==> src/rtl/calc_key_engine.sv <==
// calc_key_engine
// Keypad calculator core: debounces key presses from the keypad decoder, runs
// the operand/operator entry machine for signed add/subtract over DIGITS
// decimal digits, and converts the displayed magnitude to packed BCD with a
// sequential double-dabble.
//
// Ports:
//   clk        in   clock (the divided key clock)
//   rst        in   synchronous active-high reset
//   press      in   key-down level from the decoder
//   scan_code  in   [3:0] key code, valid while press is high
//   value_bcd  out  [4*DIGITS-1:0] packed BCD magnitude, digit 0 in [3:0]
//   neg        out  displayed value is negative
//   err        out  overflow error latched
//   busy       out  BCD conversion in progress
//   key_ack    out  one-cycle pulse per accepted key
//   state      out  [1:0] 0=S_A, 1=S_B, 2=S_R, 3=S_ERR
module calc_key_engine #(
   parameter int DIGITS   = 3,
   parameter int WIDTH    = 10,
   parameter int DEBOUNCE = 2
) (
   input  logic                clk,
   input  logic                rst,
   input  logic                press,
   input  logic [3:0]          scan_code,
   output logic [4*DIGITS-1:0] value_bcd,
   output logic                neg,
   output logic                err,
   output logic                busy,
   output logic                key_ack,
   output logic [1:0]          state
);

   function automatic int pow10(input int n);
      int r;
      r = 1;
      for (int i = 0; i < n; i++) r = r * 10;
      return r;
   endfunction

   localparam int BW   = 4 * DIGITS;
   localparam int MAXV = pow10(DIGITS) - 1;
   localparam int CW   = $clog2(DIGITS + 1);
   localparam int DW   = $clog2(DEBOUNCE + 1);
   localparam int SW   = $clog2(WIDTH + 1);

   localparam logic [1:0]    S_A      = 2'd0;
   localparam logic [1:0]    S_B      = 2'd1;
   localparam logic [1:0]    S_R      = 2'd2;
   localparam logic [1:0]    S_ERR    = 2'd3;
   localparam logic [DW-1:0] DEB_LAST = DW'(DEBOUNCE - 1);

   // One double-dabble step: add 3 to every digit above 4, then shift in a bit.
   function automatic logic [BW-1:0] dd_step(input logic [BW-1:0] bcd, input logic bit_in);
      logic [BW-1:0] adj;
      adj = bcd;
      for (int i = 0; i < DIGITS; i++) begin
         if (adj[4*i +: 4] > 4'd4) adj[4*i +: 4] = adj[4*i +: 4] + 4'd3;
         else                      adj[4*i +: 4] = adj[4*i +: 4];
      end
      return (adj << 1) | BW'(bit_in);
   endfunction

   // debounce
   logic          r_armed, r_key_pend;
   logic [DW-1:0] r_deb_cnt;
   logic [3:0]    r_key_code;
   // engine; r_a is two's complement, r_b is a plain magnitude
   logic [WIDTH:0]   r_a;
   logic [WIDTH-1:0] r_b;
   logic             r_op, r_err, r_key_ack;
   logic [CW-1:0]    r_a_cnt, r_b_cnt;
   logic [1:0]       r_state;
   // converter
   logic             r_busy, r_dd_neg, r_neg, r_last_neg, r_last_ok;
   logic [SW-1:0]    r_sh_cnt;
   logic [WIDTH-1:0] r_dd_bin, r_last_mag;
   logic [BW-1:0]    r_dd_bcd, r_value_bcd;

   logic             w_is_digit, w_is_op, w_is_eq, w_key_op, w_a_take, w_b_take, w_ovf;
   logic [WIDTH:0]   w_a_entry;
   logic [WIDTH-1:0] w_b_entry, w_a_abs, w_disp_mag;
   logic [WIDTH+1:0] w_lhs, w_rhs, w_res, w_res_mag;
   logic             w_show_b, w_disp_neg, w_start;
   logic [BW-1:0]    w_dd_next;

   assign w_is_digit = (r_key_code <= 4'd9);
   assign w_is_op    = (r_key_code == 4'hA) || (r_key_code == 4'hB);
   assign w_is_eq    = (r_key_code == 4'hE);
   assign w_key_op   = r_key_code[0];   // 0xA -> add (0), 0xB -> subtract (1)

   // A digit is dropped once the operand is full; a leading zero is not counted.
   assign w_a_take  = (r_a_cnt != CW'(DIGITS)) && !((r_a == '0) && (r_key_code == 4'd0));
   assign w_b_take  = (r_b_cnt != CW'(DIGITS)) && !((r_b == '0) && (r_key_code == 4'd0));
   assign w_a_entry = r_a * (WIDTH+1)'(10) + (WIDTH+1)'(r_key_code);
   assign w_b_entry = r_b * WIDTH'(10) + WIDTH'(r_key_code);

   // Two extra bits hold any sum/difference of two in-range operands.
   assign w_lhs     = {r_a[WIDTH], r_a};
   assign w_rhs     = {2'b00, r_b};
   assign w_res     = r_op ? (w_lhs - w_rhs) : (w_lhs + w_rhs);
   assign w_res_mag = w_res[WIDTH+1] ? (~w_res + (WIDTH+2)'(1)) : w_res;
   assign w_ovf     = (w_res_mag > (WIDTH+2)'(MAXV));

   assign w_show_b   = (r_state == S_B) && (r_b_cnt != '0);
   assign w_a_abs    = r_a[WIDTH] ? (~r_a[WIDTH-1:0] + WIDTH'(1)) : r_a[WIDTH-1:0];
   assign w_disp_mag = w_show_b ? r_b : w_a_abs;
   assign w_disp_neg = w_show_b ? 1'b0 : r_a[WIDTH];
   // Sign is part of the trigger so that e.g. 5 -> -5 still refreshes neg.
   assign w_start    = (w_disp_mag != r_last_mag) || (w_disp_neg != r_last_neg) || !r_last_ok;
   assign w_dd_next  = dd_step(r_dd_bcd, r_dd_bin[WIDTH-1]);

   // Press/release debouncer: accept after DEBOUNCE highs, re-arm after DEBOUNCE lows.
   always_ff @(posedge clk) begin
      if (rst) begin
         r_armed    <= 1'b1;
         r_deb_cnt  <= '0;
         r_key_pend <= 1'b0;
         r_key_code <= 4'd0;
      end else begin
         r_key_pend <= 1'b0;
         if (r_armed == press) begin
            if (r_deb_cnt == DEB_LAST) begin
               r_deb_cnt  <= '0;
               r_armed    <= !r_armed;
               r_key_pend <= r_armed;
               if (r_armed) r_key_code <= scan_code;
            end else begin
               r_deb_cnt <= r_deb_cnt + DW'(1);
            end
         end else begin
            r_deb_cnt <= '0;
         end
      end
   end

   // Operand/operator entry machine, advanced once per accepted key.
   always_ff @(posedge clk) begin
      if (rst) begin
         r_a <= '0; r_b <= '0; r_op <= 1'b0; r_a_cnt <= '0; r_b_cnt <= '0;
         r_state <= S_A; r_err <= 1'b0; r_key_ack <= 1'b0;
      end else begin
         r_key_ack <= r_key_pend;
         if (r_key_pend) begin
            if (r_key_code == 4'hF) begin
               r_a <= '0; r_b <= '0; r_a_cnt <= '0; r_b_cnt <= '0;
               r_err <= 1'b0; r_state <= S_A;
            end else begin
               case (r_state)
                  S_A: begin
                     if (w_is_digit) begin
                        if (w_a_take) begin
                           r_a     <= w_a_entry;
                           r_a_cnt <= r_a_cnt + CW'(1);
                        end
                     end else if (w_is_op) begin
                        r_op <= w_key_op; r_b <= '0; r_b_cnt <= '0; r_state <= S_B;
                     end
                  end
                  S_B: begin
                     if (w_is_digit) begin
                        if (w_b_take) begin
                           r_b     <= w_b_entry;
                           r_b_cnt <= r_b_cnt + CW'(1);
                        end
                     end else if (w_is_op) begin
                        if (r_b_cnt == '0) begin
                           r_op <= w_key_op;
                        end else if (w_ovf) begin
                           r_err <= 1'b1; r_state <= S_ERR;
                        end else begin
                           r_a <= w_res[WIDTH:0]; r_op <= w_key_op; r_b <= '0; r_b_cnt <= '0;
                        end
                     end else if (w_is_eq) begin
                        if (r_b_cnt == '0) begin
                           r_state <= S_R;
                        end else if (w_ovf) begin
                           r_err <= 1'b1; r_state <= S_ERR;
                        end else begin
                           r_a <= w_res[WIDTH:0]; r_state <= S_R;
                        end
                     end
                  end
                  S_R: begin
                     if (w_is_digit) begin
                        r_a <= (WIDTH+1)'(r_key_code); r_a_cnt <= CW'(1); r_state <= S_A;
                     end else if (w_is_op) begin
                        r_op <= w_key_op; r_b <= '0; r_b_cnt <= '0; r_state <= S_B;
                     end
                  end
                  default: begin
                  end
               endcase
            end
         end
      end
   end

   // Sequential binary-to-BCD converter; output registers change only on completion.
   always_ff @(posedge clk) begin
      if (rst) begin
         r_busy <= 1'b0; r_sh_cnt <= '0; r_dd_bin <= '0; r_dd_bcd <= '0; r_dd_neg <= 1'b0;
         r_value_bcd <= '0; r_neg <= 1'b0;
         r_last_mag <= '0; r_last_neg <= 1'b0; r_last_ok <= 1'b1;
      end else if (r_state == S_ERR) begin
         // Display is frozen; a conversion caught here is dropped and redone later.
         if (r_busy) begin
            r_busy    <= 1'b0;
            r_last_ok <= 1'b0;
         end
      end else if (w_start) begin
         r_busy     <= 1'b1;
         r_sh_cnt   <= SW'(WIDTH);
         r_dd_bin   <= w_disp_mag;
         r_dd_bcd   <= '0;
         r_dd_neg   <= w_disp_neg;
         r_last_mag <= w_disp_mag;
         r_last_neg <= w_disp_neg;
         r_last_ok  <= 1'b1;
      end else if (r_busy) begin
         r_dd_bin <= r_dd_bin << 1;
         r_dd_bcd <= w_dd_next;
         r_sh_cnt <= r_sh_cnt - SW'(1);
         if (r_sh_cnt == SW'(1)) begin
            r_busy      <= 1'b0;
            r_value_bcd <= w_dd_next;
            r_neg       <= r_dd_neg;
         end
      end
   end

   assign value_bcd = r_value_bcd;
   assign neg       = r_neg;
   assign err       = r_err;
   assign busy      = r_busy;
   assign key_ack   = r_key_ack;
   assign state     = r_state;

endmodule

==> config.mk <==
export PLATFORM = sky130hd
export DESIGN_NAME = calc_key_engine
export DESIGN_NICKNAME = d
export VERILOG_FILES = /design/src/rtl/calc_key_engine.sv
export SDC_FILE = /design/constraint.sdc
export NUM_CORES = 1
export LEC_CHECK = 0
export ABC_AREA = 0
export BUFFER_PORTS_ARGS = -buffer_cell sky130_fd_sc_hd__buf_2
export CAP_MARGIN = 10
export CELL_PAD_IN_SITES_DETAIL_PLACEMENT = 1
export CELL_PAD_IN_SITES_GLOBAL_PLACEMENT = 1
export CORE_MARGIN = 2
export CORE_UTILIZATION = 50
export CTS_BUF_LIST = sky130_fd_sc_hd__clkbuf_2
export DETAILED_ROUTE_END_ITERATION = 6
export HOLD_SLACK_MARGIN = 0.05
export PLACE_DENSITY_LB_ADDON = 0.1
export SYNTH_ARGS = -nofsm -noshare
export SYNTH_HDL_FRONTEND = slang
export SYNTH_SLANG_ARGS = --single-unit
export TNS_END_PERCENT = 5
==> constraint.sdc <==
create_clock -name clk -period 7.9 [get_ports clk]
set_input_delay 0.79 -clock clk [delete_from_list [all_inputs] [get_ports clk]]
set_output_delay 0.79 -clock clk [all_outputs]
set_load 0.01 [all_outputs]
# Word level (Yosys, flattened, before mapping)
# Cells that the tools add are included.
[totals]
in_bits = 7
ff_bits = 90
output_inout_bits = 18
wordCells = 205
[classes]
add_sub_neg = 13
n_mux = 79
bitwise_logic = 8
eq_ne = 35
order_cmp = 5
n_mul = 2
n_reduce_logical = 42
[ops]
columns = ["op", "n"]
rows = [
  ["$mux W10", 12],
  ["$mux W11", 9],
  ["$mux W12", 4],
  ["$mux W2", 21],
  ["$pmux W11 S3", 1],
  ["$mux W1", 22],
  ["$ne A4 B3 Y1 const B", 5],
  ["$pmux W10 S2", 1],
  ["$eq A4 B4 Y1 const B", 4],
  ["$mux W4", 4],
  ["$reduce_and A8 Y1", 2],
  ["$reduce_and A7 Y1", 2],
  ["$add A11 B11 Y12", 1],
  ["$add A12 B1 Y12 const B", 1],
  ["$gt A12 B10 Y1 const B", 1],
  ["$gt A4 B3 Y1 const B", 3],
  ["$ne A2 B2 Y1 const B", 6],
  ["$ne A3 B3 Y1 const B", 4],
  ["$not A12 Y12", 1],
  ["$or A12 B1 Y12", 1],
  ["$sub A11 B11 Y12", 1],
  ["$add A11 B4 Y11", 1],
  ["$logic_not A11 Y1", 1],
  ["$mul A11 B3 Y10 const B", 1],
  ["other kinds (39)", 75],
]

# Logic depth before layout (Yosys ltp)
# Gate-level depths: netlist of the first run.
[logic_depth]
word_depth = 13
ltp_mapped = 19
mapped_depth_nobuf = 17

# Worst setup path after synthesis of the first run
# No wires, ideal clock.
[synth_path]
path_kind = "register to register"
start = "register r_b[3]"
end = "register r_a[10]"
required_ns = 7.830
t_arrival_ns = 4.032
stages_incl_launch_ff = 20
n_path_buf = 3
period_less_slack_ns = 4.102
setup_time_ns = 0.070
setup_slack_ns = 3.798
path_cell_list = "dfxtp_1 nor3_1 nand2_1 nor2_1 nor2_1 xnor2_1 ha_1 clkbuf_1 and2_1 and2_1 a2111o_1 o21a_1 nor4b_1 mux2_2 mux2_2 a21oi_1 buf_2 clkbuf_1 o21ai_0 a21oi_1"
[synth_via]
elab_chain_cells = 13
word_cells_on_any_way = 14
[synth_rtl]
columns = ["element", "line", "rtl"]
rows = [
  ["start, declared", "71", "logic [WIDTH-1:0] r_b;"],
  ["start signal, assigned", "164", "r_b <= w_b_entry;"],
  ["$add A11 B11 Y12 or $sub A11 B11 Y12 (tied branches)", "102", "assign w_res = r_op ? (w_lhs - w_rhs) : (w_lhs + w_rhs);"],
  ["$mux W12 (*)", "102", ""],
  ["$not A12 Y12", "103", "assign w_res_mag = w_res[WIDTH+1] ? (~w_res + (WIDTH+2)'(1)) : w_res;"],
  ["$add A12 B1 Y12", "103", ""],
  ["$mux W12", "103", ""],
  ["$gt A12 B10 Y1", "104", "assign w_ovf = (w_res_mag > (WIDTH+2)'(MAXV));"],
  ["$mux W11 (*)", "170, 178", ""],
  ["$mux W11 (*)", "168, 176", ""],
  ["$mux W11", "175", "end else if (w_is_eq) begin"],
  ["$mux W11 (*)", "167", "end else if (w_is_op) begin"],
  ["$mux W11 (*)", "162", "if (w_is_digit) begin"],
  ["$pmux W11 S3 (*)", "150", "case (r_state)"],
  ["$mux W11 (*)", "146", "if (r_key_code == 4'hF) begin"],
  ["end signal, assigned", "154", "r_a <= w_a_entry;"],
  ["end, declared", "70", "logic [WIDTH:0] r_a;"],
]
# Mark *: on every way between the ends. The rest lies on a longest branch, timed or not. The select of a mux whose other input is x is not followed.
# A chain may end at the register's enable or synchronous reset.

# Final worst setup path of the first run
[layout_path]
start = "register r_state[1] (netlist: state[1])"
end = "register r_value_bcd[4] (netlist: value_bcd[4])"
[layout_via]
elab_chain_cells = 8
word_cells_on_any_way = 12
[layout_rtl]
columns = ["element", "line", "rtl"]
rows = [
  ["start, declared", "74", "logic [1:0] r_state;"],
  ["start signal, assigned", "142", "r_state <= S_A; r_err <= 1'b0; r_key_ack <= 1'b0;"],
  ["start signal, assigned", "148", "r_err <= 1'b0; r_state <= S_A;"],
  ["start signal, assigned", "158", "r_op <= w_key_op; r_b <= '0; r_b_cnt <= '0; r_state <= S_B;"],
  ["$eq A2 B1 Y1", "106", "assign w_show_b = (r_state == S_B) && (r_b_cnt != '0);"],
  ["$logic_and A1 B1 Y1", "106", ""],
  ["$mux W10 or $mux W1 (tied branches)", "108, 109", ""],
  ["$ne A10 B10 Y1 or $ne A1 B1 Y1 (tied branches)", "111", "assign w_start = (w_disp_mag != r_last_mag) || (w_disp_neg != r_last_neg) || !r_last_ok;"],
  ["$logic_or A1 B1 Y1 (2 in a row)", "111", ""],
  ["$not A1 Y1 (no line)", "--", ""],
  ["$reduce_and A4 Y1 (no line) (*)", "--", ""],
  ["end signal, assigned", "227", "r_value_bcd <= w_dd_next;"],
  ["end, declared", "79", "logic [BW-1:0] r_dd_bcd, r_value_bcd;"],
]
# Mark *: on every way between the ends. The rest lies on a longest branch, timed or not.

==> impl_metrics.env, run 1 <==
export IMPL_tritoncts="yes"
export IMPL_drive_gt1_share_pct=7.95
export IMPL_final_nets=920
export IMPL_antenna_left=0
export IMPL_cts_buffer_depth=2
export IMPL_area_delta_synth_final_pct=4.71
export IMPL_grt_overflow=0
export IMPL_muxShareOfSynthArea_pct=4.50
export IMPL_critPathMaxFanout=15
export IMPL_grt_pass1_wl_um=33100
export IMPL_synth_cell_types=70
export IMPL_clkTransAtPathRegs_ns=0.28
export IMPL_rsz0062_at_grt="no"
export IMPL_place_congestion=0.905
export IMPL_syn_nets=928
export IMPL_clk_latency_ns=0.63
export IMPL_portBuffers=24
export IMPL_clkSinkCount=90
export IMPL_async_flop_share_pct=0
export IMPL_num_rows=42
export IMPL_vias_per_cell=6.12
export IMPL_grt_pass1_vias=6490
export IMPL_critical_path_required_ns=8.45
export IMPL_pin_count=25
export IMPL_design_area_mm2=0.00713
export IMPL_fin_crit_sh_pct=61.4
export IMPL_slew_violations=0
export IMPL_synth_compound_area_share_pct=22.4
export IMPL_holdWs_ns=0.398
export IMPL_die_x_um=121
export IMPL_synth_xor_area_share_pct=7.98
export IMPL_ys_warn_count=0
export IMPL_tightest_slew_ns=1.11
export IMPL_cts_hold_buf=0
export IMPL_initial_utilization_pct=51.4
export IMPL_core_region_area_mm2=0.0132
export IMPL_slowest_delay_ns=0.70
export IMPL_synthesis_area_mm2=0.00681
export IMPL_power_density_mw_per_mm2=110
export IMPL_finalHoldViolCount=0
export IMPL_wire_per_inst_um=19.3
export IMPL_ir_drop_v=0.000106
export IMPL_antenna_found_initial=0
export IMPL_fmax_ghz=0.206
export IMPL_synth_top_family_by_area="compound AO/OA/AOI/OAI gates"
export IMPL_ys_ff_latch=90
export IMPL_fin_crit_ns=4.85
export IMPL_tns_ns=0
export IMPL_grt_max_degree=93
export IMPL_diodes=0
export IMPL_maxCapViolCount=0
export IMPL_worstPathArrival_ns=5.40
export IMPL_cts_repair_resized=0
export IMPL_power_mw=0.785
export IMPL_numCtsBuffers=9
export IMPL_relSlewSlack_pct=25.5
export IMPL_path_cells="inv_1 > ha_1 > nor2b_1 > mux2i_1 > xor2_1 > nor4_1 > nand4_1 > a2111o_1 > nor4_4 > and2_0 > nor2_1 > a211oi_1"
export IMPL_syn_area_per_cell_um2=7.93
export IMPL_status="finished, final reports clean"
export IMPL_dp_hpwl_um=15000
export IMPL_die_height_um=121
export IMPL_post_cts_setup_buffer_count=0
export IMPL_grtUsageTotal_pct=28.3
export IMPL_leakage_nw=2.82
export IMPL_layout_commonest_cell="dfxtp_1"
export IMPL_ys_seq_area_share_pct=26.5
export IMPL_final_cell_mix="dfxtp_1, a21oi_1, nor2_1, nand2_1, ha_1"
export IMPL_synth_top_flop_cell="dfxtp_1"
export IMPL_syn_inst=858
export IMPL_critPathKind="reg2reg"
export IMPL_route_vias_total=6307
export IMPL_setup_viol=0
export IMPL_drc_errors=0
export IMPL_dpl_cell_area_mm2=0.00697
export IMPL_yosys_area_share_adder_pct=12.1
export IMPL_die_area_mm2=0.0146
export IMPL_yosys_area_share_simple_pct=20.9
export IMPL_critical_path_slowest_cell="nor2b_1"
export IMPL_crit_path_start_kind="flop"
export IMPL_clock_skew_ns=0.0296
export IMPL_first_pass_iters=4
export IMPL_cts_root_buffer="clkbuf_2"
export IMPL_synth_edf_count=0
export IMPL_hold_class="in2reg"
export IMPL_wirelength_um=19900
export IMPL_first_iter_violations=445
export IMPL_cts_htree_levels=3
export IMPL_cp_end_kind="flop"
[sequential cells by signal, summed over array words and instances (netlist names), 2 cells and up]
register and flops:
r_a 11, r_a_cnt 2, r_b 10, r_b_cnt 2, r_dd_bcd 12, r_dd_bin 10
r_deb_cnt 2, r_key_code 4, r_last_mag 10, r_sh_cnt 4, state 2, value_bcd 12
[final cells by class]
class,count,area [um2]
multi-input combinational,675,4630
fill,1691,6120
clock inverter,7,106
timing repair buffer,29,158
clock buffer,9,45.0
sequential,90,1800
tap,176,220
inverter,45,169
[logic make-up (layout without fill, tap and decap cells)]
group	Yosys count	after routing
and+or+nand+nor	283	283
AOI/OAI and AO/OA	237	237
buffers and inverters	93	90
DFF	90	90
adders and majority gates	63	63
xor gates and xnor gates	62	62
muxes	30	30
[path summary, 6_finish.rpt]
| path | cells past startpoint | slack (ns) | end | start |
|---|---|---|---|---|
| min | 3 | 0.40 | r_key_code[1]$_SDFFE_PP0P_ | scan_code[1] |
| min reg2reg | 1 | 0.46 | r_deb_cnt[0]$_SDFF_PP0_ | r_deb_cnt[0]$_SDFF_PP0_ |
| max | 12 | 3.05 | value_bcd[4]$_SDFFE_PP0P_ | state[1]$_SDFFE_PP0P_ |
| max reg2reg | 12 | 3.05 | value_bcd[4]$_SDFFE_PP0P_ | state[1]$_SDFFE_PP0P_ |
[metal layers]
layer	global-route usage (%)	up-vias	share of wire, %
met5	0	-	0
li1	-	3051	-
met4	7.12	0	1.3
met1	37.9	3118	46
met2	47.5	117	49
met3	4.48	21	3.8
[per-stage QoR]
| step | std cells | utilization [%] | setup slack, ns |
|---|---|---|---|
| 3_3_place_gp | 1014 | 52.6 | 2.87 |
| 3_5_place_dp | 1014 | 52.6 | 2.69 |
| 5_1_grt | 1031 | 53.8 | 2.64 |
| 4_1_cts | 1030 | 53.8 | 2.63 |
| 6_report | 1031 | 53.8 | 3.05 |
| 2_1_floorplan | 858 | - | 3.80 |
[cell usage after synthesis (all sizes together), types with 3 or more instances]
master,instances,share of area [%]
a211o,6,0.77
a211oi,14,1.6
a21o,9,0.99
a21oi,78,5.8
a22oi,7,0.77
a31oi,5,0.46
and2,7,0.64
buf,15,1.2
clkbuf,33,1.8
dfxtp,90,26
fa,5,1.5
ha,58,11
inv,45,2.5
mux2,5,0.83
mux2i,25,3.7
nand2,74,4.1
nand2b,17,1.6
nand3,20,1.5
nand3b,4,0.44
nand4,8,0.74
nor2,75,4.1
nor2b,9,0.83
nor3,19,1.6
nor3b,13,1.4
nor4,6,0.77
nor4b,3,0.39
o211ai,14,1.5
o21a,8,0.88
o21ai,49,3.6
o21bai,3,0.33
o22ai,14,1.3
o31ai,6,0.74
o41ai,4,0.90
or2,7,0.64
or3,11,1.0
or4,5,0.55
xnor2,45,5.8
xor2,17,2.2
[worst max-delay path, delay by kind of cell (launching register included)]
family	cells	cell delay, ns
multiplexers	1	0.35
XOR/XNOR	1	0.12
buffers and inverters	1	0.13
AO/OA/AOI/OAI	2	0.72
adder cells (fa/ha/maj)	1	0.42
flip-flops	1	0.42
AND/OR/NAND/NOR	6	2.60
[where the power goes]
part / total, mW / switching, mW / internal (mW)
clock network: 0.291 / 0.179 / 0.111
registers: 0.464 / 0.00530 / 0.459
logic: 0.0296 / 0.0191 / 0.0105
total: 0.785 / 0.204 / 0.581
Power figures use the tool's default switching activity.
==> run 2: changes to the inputs <==
--- a/config.mk
+++ b/config.mk
@@ -11,7 +11,7 @@
 export CELL_PAD_IN_SITES_DETAIL_PLACEMENT = 1
 export CELL_PAD_IN_SITES_GLOBAL_PLACEMENT = 1
 export CORE_MARGIN = 2
-export CORE_UTILIZATION = 50
+export CORE_UTILIZATION = 44
 export CTS_BUF_LIST = sky130_fd_sc_hd__clkbuf_2
 export DETAILED_ROUTE_END_ITERATION = 6
 export HOLD_SLACK_MARGIN = 0.05
==> constraint.sdc (replaced) <==
create_clock -name clk -period 3.95 [get_ports clk]
set_input_delay 0.395 -clock clk [delete_from_list [all_inputs] [get_ports clk]]
set_output_delay 0.395 -clock clk [all_outputs]
set_load 0.01 [all_outputs]
==> run 2 against run 1 <==
The run now ends with setup timing left; worst setup slack got worse by 3.1 ns; global-route usage fell by 1.7 points; clock power increased by 100%; count of clock-buffer cells in the layout is the same; total power increased by 100%; flip-flop and latch count did not move; clock skew up 0.012 ns; critical endpoint is now r_a[2]$_SDFFE_PP0P_; combinational power is 110% higher; hold slack worse by 0.26 ns.
==> impl_metrics.env, run 2 (synthesis results as in run 1) <==
export IMPL_antenna_found_initial=1
export IMPL_slowest_delay_ns=0.41
export IMPL_design_area_mm2=0.00781
export IMPL_cp_top_family="simple AND/OR/NAND/NOR gates"
export IMPL_first_iter_violations=417
export IMPL_die_area_mm2=0.0165
export IMPL_cts_htree_levels=3
export IMPL_critPathMaxFanout=5
export IMPL_first_pass_iters=4
export IMPL_leakage_nw=3.18
export IMPL_area_delta_synth_final_pct=14.8
export IMPL_route_vias_total=6474
export IMPL_core_region_area_mm2=0.0151
export IMPL_tightest_slew_ns=0.978
export IMPL_dpl_cell_count=1076
export IMPL_regArea_mm2=0.00181
export IMPL_slew_violations=0
export IMPL_maxCapViolCount=0
export IMPL_critical_path_slowest_cell="dfxtp_2"
export IMPL_final_cells=1105
export IMPL_tns_ns=-0.00421
export IMPL_path_buf_inv=1
export IMPL_layout_commonest_cell="dfxtp_1"
export IMPL_setup_viol=2
export IMPL_cp_end_kind="flop"
export IMPL_die_height_um=128
export IMPL_tritoncts="yes"
export IMPL_setup_slack_ns=-0.00352
export IMPL_cts_root_buffer="clkbuf_2"
export IMPL_vias_per_cell=5.86
export IMPL_critPathKind="reg2reg"
export IMPL_place_worst_setup_slack_ns=-0.150
export IMPL_finalHoldViolCount=0
export IMPL_final_nets=981
export IMPL_initial_utilization_pct=44.9
export IMPL_drive_gt1_share_pct=17.8
export IMPL_final_cell_mix="dfxtp_1, nor2_1, a21oi_1, nand2_1, buf_4"
export IMPL_cp_common_cell="and2_4"
export IMPL_numCtsBuffers=9
export IMPL_grt_max_degree=56
export IMPL_fin_crit_ns=3.95
export IMPL_portBuffers=24
export IMPL_critical_path_required_ns=4.46
export IMPL_holdWs_ns=0.141
export IMPL_dp_hpwl_um=16200
export IMPL_fillers=1855
export IMPL_hold_class="in2reg"
export IMPL_place_congestion=0.923
export IMPL_dpl_cell_area_mm2=0.00738
export IMPL_multi_input_area_mm2=0.00481
export IMPL_fmax_ghz=0.253
export IMPL_num_rows=45
export IMPL_grt_pass1_vias=6751
export IMPL_clk_latency_ns=0.63
export IMPL_die_x_um=128
export IMPL_clock_skew_ns=0.0420
export IMPL_worstPathArrival_ns=4.46
export IMPL_critPathLaunch="r_b[5]$_SDFFE_PP0P_"
export IMPL_ir_drop_v=0.000192
export IMPL_grtUsageTotal_pct=26.6
export IMPL_clkTransAtPathRegs_ns=0.29
export IMPL_power_density_mw_per_mm2=201
export IMPL_violations="setup timing"
export IMPL_path_cells="nor3_4 > nand2_1 > nor2_2 > nor2_1 > xnor2_1 > ha_1 > and2_4 > and2_4 > a2111o_1 > o21a_1 > nor4b_2 > mux2_2 > mux2_4 > a21oi_4 > buf_6 > or3_4 > a21oi_2"
export IMPL_crit_path_start_kind="flop"
export IMPL_status="finished, violations left"
export IMPL_wire_per_inst_um=19.3
export IMPL_clkSinkCount=90
export IMPL_worstHoldStart="press"
export IMPL_fin_crit_sh_pct=100
export IMPL_pin_count=25
export IMPL_drc_errors=0
export IMPL_grt_pass1_wl_um=34800
export IMPL_rsz0062_at_grt="yes"
export IMPL_wirelength_um=21300
export IMPL_antenna_left=0
export IMPL_grt_overflow=0
export IMPL_r2r_start="r_b[5]$_SDFFE_PP0P_"
export IMPL_relSlewSlack_pct=34.8
export IMPL_cts_buffer_depth=2
## run 2: per-stage QoR
step           utilization (%)  total power [mW]
2_1_floorplan                -             0.985
3_3_place_gp              48.7              1.00
3_5_place_dp              48.7              1.00
4_1_cts                   50.7              1.59
5_1_grt                   51.6              1.63
6_report                  51.6              1.57
## run 2: path summary, 6_finish.rpt
check | end | slack, ns | cells after the start
worst max-delay path | r_a[2]$_SDFFE_PP0P_ | -0.004 | 17
worst min-delay path | r_deb_cnt[1]$_SDFF_PP0_ | 0.14 | 3
worst max register to register | r_a[2]$_SDFFE_PP0P_ | -0.004 | 17
worst min register to register | r_deb_cnt[0]$_SDFF_PP0_ | 0.47 | 1
## run 2: cell type report
cell class                      count  area share (%)
Timing Repair Buffer               90            8.20
Multi-Input combinational cell    675            61.5
Sequential cell                    90            23.2
Tap cell                          188            3.01
Antenna cell                        1          0.0320
Inverter                           45            2.16
Clock buffer                        9           0.577
Clock inverter                      7            1.30
## run 2: report_power, final
part | internal (mW) | switching [mW] | leakage [nW]
sequential | 0.918 | 0.0103 | 0.729
clock | 0.216 | 0.367 | 0.0844
combinational | 0.0241 | 0.0389 | 2.36
total | 1.16 | 0.416 | 3.18
## run 2: repair_timing
| action | CTS | global route |
|---|---|---|
| gates resized for setup | 23 | 33 |
| cloned | 1 | 1 |
| endpoints found under the setup margin | 27 | 37 |
| pin swaps | 5 | 22 |
| hold buffers | 4 | 0 |
| endpoints found under the hold margin | 4 | 0 |
| setup buffers | 3 | 3 |
## run 2: worst min-delay path, stage by stage
cell    delay [ns]
buf_2         0.08
ha_1          0.20
nor4_1        0.07
## run 2: per-layer routing
layer  share of wire, %  GRT usage [%]  vias to the layer above
li1                   -              -                     3165
met3                3.8           4.91                       18
met5                  0              0                        -
met1                 46           35.5                     3194
met2                 49           45.4                       97
met4                1.0           5.04                        0
==> run 3: changes to the inputs <==
--- a/config.mk
+++ b/config.mk
@@ -16,6 +16,7 @@
 export DETAILED_ROUTE_END_ITERATION = 6
 export HOLD_SLACK_MARGIN = 0.05
 export PLACE_DENSITY_LB_ADDON = 0.1
+export SKIP_CTS_REPAIR_TIMING = 1
 export SYNTH_ARGS = -nofsm -noshare
 export SYNTH_HDL_FRONTEND = slang
 export SYNTH_SLANG_ARGS = --single-unit
==> run 3 against run 2 <==
The flow now finishes without violations; flip-flop and latch count unchanged; critical endpoint unchanged; first-iteration DRC count rose by 4.1%; maximum frequency rose by 0.27%; largest cell class unchanged; sequential share of layout area is 0.18 points lower; hold slack got worse by 0.0029 ns.
==> impl_metrics.env, run 3 (synthesis results as in run 1) <==
export IMPL_status="finished, final reports clean"
export IMPL_cp_top_family="simple AND/OR/NAND/NOR gates"
export IMPL_cp_common_cell="and2_4"
export IMPL_route_vias_total=6549
export IMPL_dpl_cell_count=1076
export IMPL_layout_commonest_cell="dfxtp_1"
export IMPL_worstHoldStart="press"
export IMPL_num_rows=45
export IMPL_critPathMaxFanout=5
export IMPL_wire_per_inst_um=19.5
export IMPL_wirelength_um=21500
export IMPL_tritoncts="yes"
export IMPL_fin_util_pct=52.0
export IMPL_die_area_mm2=0.0165
export IMPL_fmax_ghz=0.254
export IMPL_crit_path_start_kind="flop"
export IMPL_place_congestion=0.923
export IMPL_ff2ff_path_depth=17
export IMPL_final_nets=981
export IMPL_area_delta_synth_final_pct=15.7
export IMPL_netSwitchingPower_mw=0.423
export IMPL_r2r_start="r_b[3]$_SDFFE_PP0P_"
export IMPL_ir_drop_v=0.000199
export IMPL_path_cells="nor3_4 > nand3_2 > nor3_2 > nor2_1 > xnor2_1 > ha_1 > and2_4 > and2_4 > a2111o_1 > o21a_1 > nor4b_2 > mux2_2 > mux2_4 > a21oi_4 > buf_6 > or3_4 > a21oi_2"
export IMPL_rsz0062_at_grt="yes"
export IMPL_antenna_found_initial=1
export IMPL_holdWs_ns=0.138
export IMPL_grt_overflow=0
export IMPL_slowest_delay_ns=0.43
export IMPL_core_region_area_mm2=0.0151
export IMPL_pwr_share_comb_pct=4.0
export IMPL_finalHoldViolCount=0
export IMPL_p_seq_share_pct=58.7
export IMPL_fin_crit_ns=3.94
export IMPL_hold_class="in2reg"
export IMPL_die_x_um=128
export IMPL_tightest_slew_ns=0.986
export IMPL_critical_path_required_ns=4.46
export IMPL_dpl_cell_area_mm2=0.00738
export IMPL_critPathLaunch="r_b[3]$_SDFFE_PP0P_"
export IMPL_cp_endpoint="r_a[2]$_SDFFE_PP0P_"
export IMPL_vias_per_cell=5.93
export IMPL_cts_buffer_depth=2
export IMPL_relSlewSlack_pct=34.2
export IMPL_grt_pass1_vias=6628
export IMPL_critical_path_slowest_cell="dfxtp_4"
export IMPL_path_buf_inv=1
export IMPL_swShare_pct=26.8
export IMPL_drive_gt1_share_pct=18.4
export IMPL_r2r_slack_ns=0.007
export IMPL_antenna_left=0
export IMPL_numCtsBuffers=9
export IMPL_drc_errors=0
export IMPL_grt_pass1_wl_um=34300
export IMPL_clk_latency_ns=0.64
export IMPL_clock_skew_ns=0.0516
export IMPL_slew_violations=0
export IMPL_pin_count=25
export IMPL_dp_hpwl_um=16200
export IMPL_die_height_um=128
export IMPL_portBuffers=24
export IMPL_reg2reg_to="r_a[2]$_SDFFE_PP0P_"
export IMPL_initial_utilization_pct=44.9
export IMPL_cts_root_buffer="clkbuf_2"
export IMPL_critPathKind="reg2reg"
export IMPL_first_iter_violations=434
export IMPL_p_int_mw=1.16
export IMPL_clkSinkCount=90
export IMPL_power_frac_clock_pct=37.3
export IMPL_fin_crit_sh_pct=99.8
export IMPL_clkTransAtPathRegs_ns=0.28
export IMPL_cts_htree_levels=3
export IMPL_leakage_nw=3.20
export IMPL_worstPathArrival_ns=4.46
export IMPL_grt_max_degree=56
export IMPL_setup_viol=0
export IMPL_worst_path_stages=17
export IMPL_grtUsageTotal_pct=26.2
export IMPL_design_area_mm2=0.00787
export IMPL_cp_end_kind="flop"
export IMPL_power_density_mw_per_mm2=201
export IMPL_final_cells=1105
export IMPL_maxCapViolCount=0
export IMPL_first_pass_iters=5
export IMPL_final_cell_mix="dfxtp_1, nor2_1, nand2_1, a21oi_1, buf_4"
run 3: worst reg2reg max path, stage by stage (launching register included):
cell,delay (ns)
dfxtp_4,0.43
nor3_4,0.26
nand3_2,0.14
nor3_2,0.12
nor2_1,0.06
xnor2_1,0.25
ha_1,0.30
and2_4,0.18
and2_4,0.13
a2111o_1,0.41
o21a_1,0.13
nor4b_2,0.22
mux2_2,0.37
mux2_4,0.31
a21oi_4,0.22
buf_6,0.15
or3_4,0.12
a21oi_2,0.04
run 3: worst min path at each step:
stage	end	slack, ns	cells past startpoint
2_1_floorplan	r_deb_cnt[0]$_SDFF_PP0_	0.41	1
3_3_place_gp	r_deb_cnt[0]$_SDFF_PP0_	0.42	1
3_5_place_dp	r_deb_cnt[0]$_SDFF_PP0_	0.44	1
4_1_cts	r_key_code[2]$_SDFFE_PP0P_	-0.06	3
5_1_grt	r_key_pend$_SDFF_PP0_	0.11	3
6_report	r_deb_cnt[1]$_SDFF_PP0_	0.14	3
run 3: power groups by stage:
stage          clock (mW)  sequential (mW)  combinational [mW]
2_1_floorplan           0            0.939              0.0461
3_3_place_gp            0            0.944              0.0563
3_5_place_dp            0            0.945              0.0592
4_1_cts             0.603            0.929              0.0595
5_1_grt             0.634            0.930              0.0712
6_report            0.589            0.928              0.0633
run 3: per-layer routing:
| metal | vias up | GRT usage, % | wire (um) |
|---|---|---|---|
| met1 | 3242 | 35.6 | 9870 |
| met2 | 129 | 44.5 | 10500 |
| met4 | 0 | 4.33 | 243 |
| met3 | 17 | 4.32 | 964 |
| met5 | - | 0 | 0 |
| li1 | 3161 | - | - |
run 3: area by class of cell:
class	count	area [um2]
multi-input cells	675	4860
flip-flops and latches	90	1810
repair buffers	90	644
clock inverters	7	101
fillers	1851	7270
diodes	1	2.50
well taps	188	235
inverters	45	169
clock buffers	9	45.0
run 3: stage by stage:
stage	setup TNS [ns]	setup WS (ns)	total power, mW
2_1_floorplan	0	0.0258	0.985
3_3_place_gp	-1.46	-0.0968	1.00
3_5_place_dp	-2.49	-0.150	1.00
4_1_cts	-3.73	-0.218	1.59
5_1_grt	-3.08	-0.191	1.64
6_report	0	0.00728	1.58
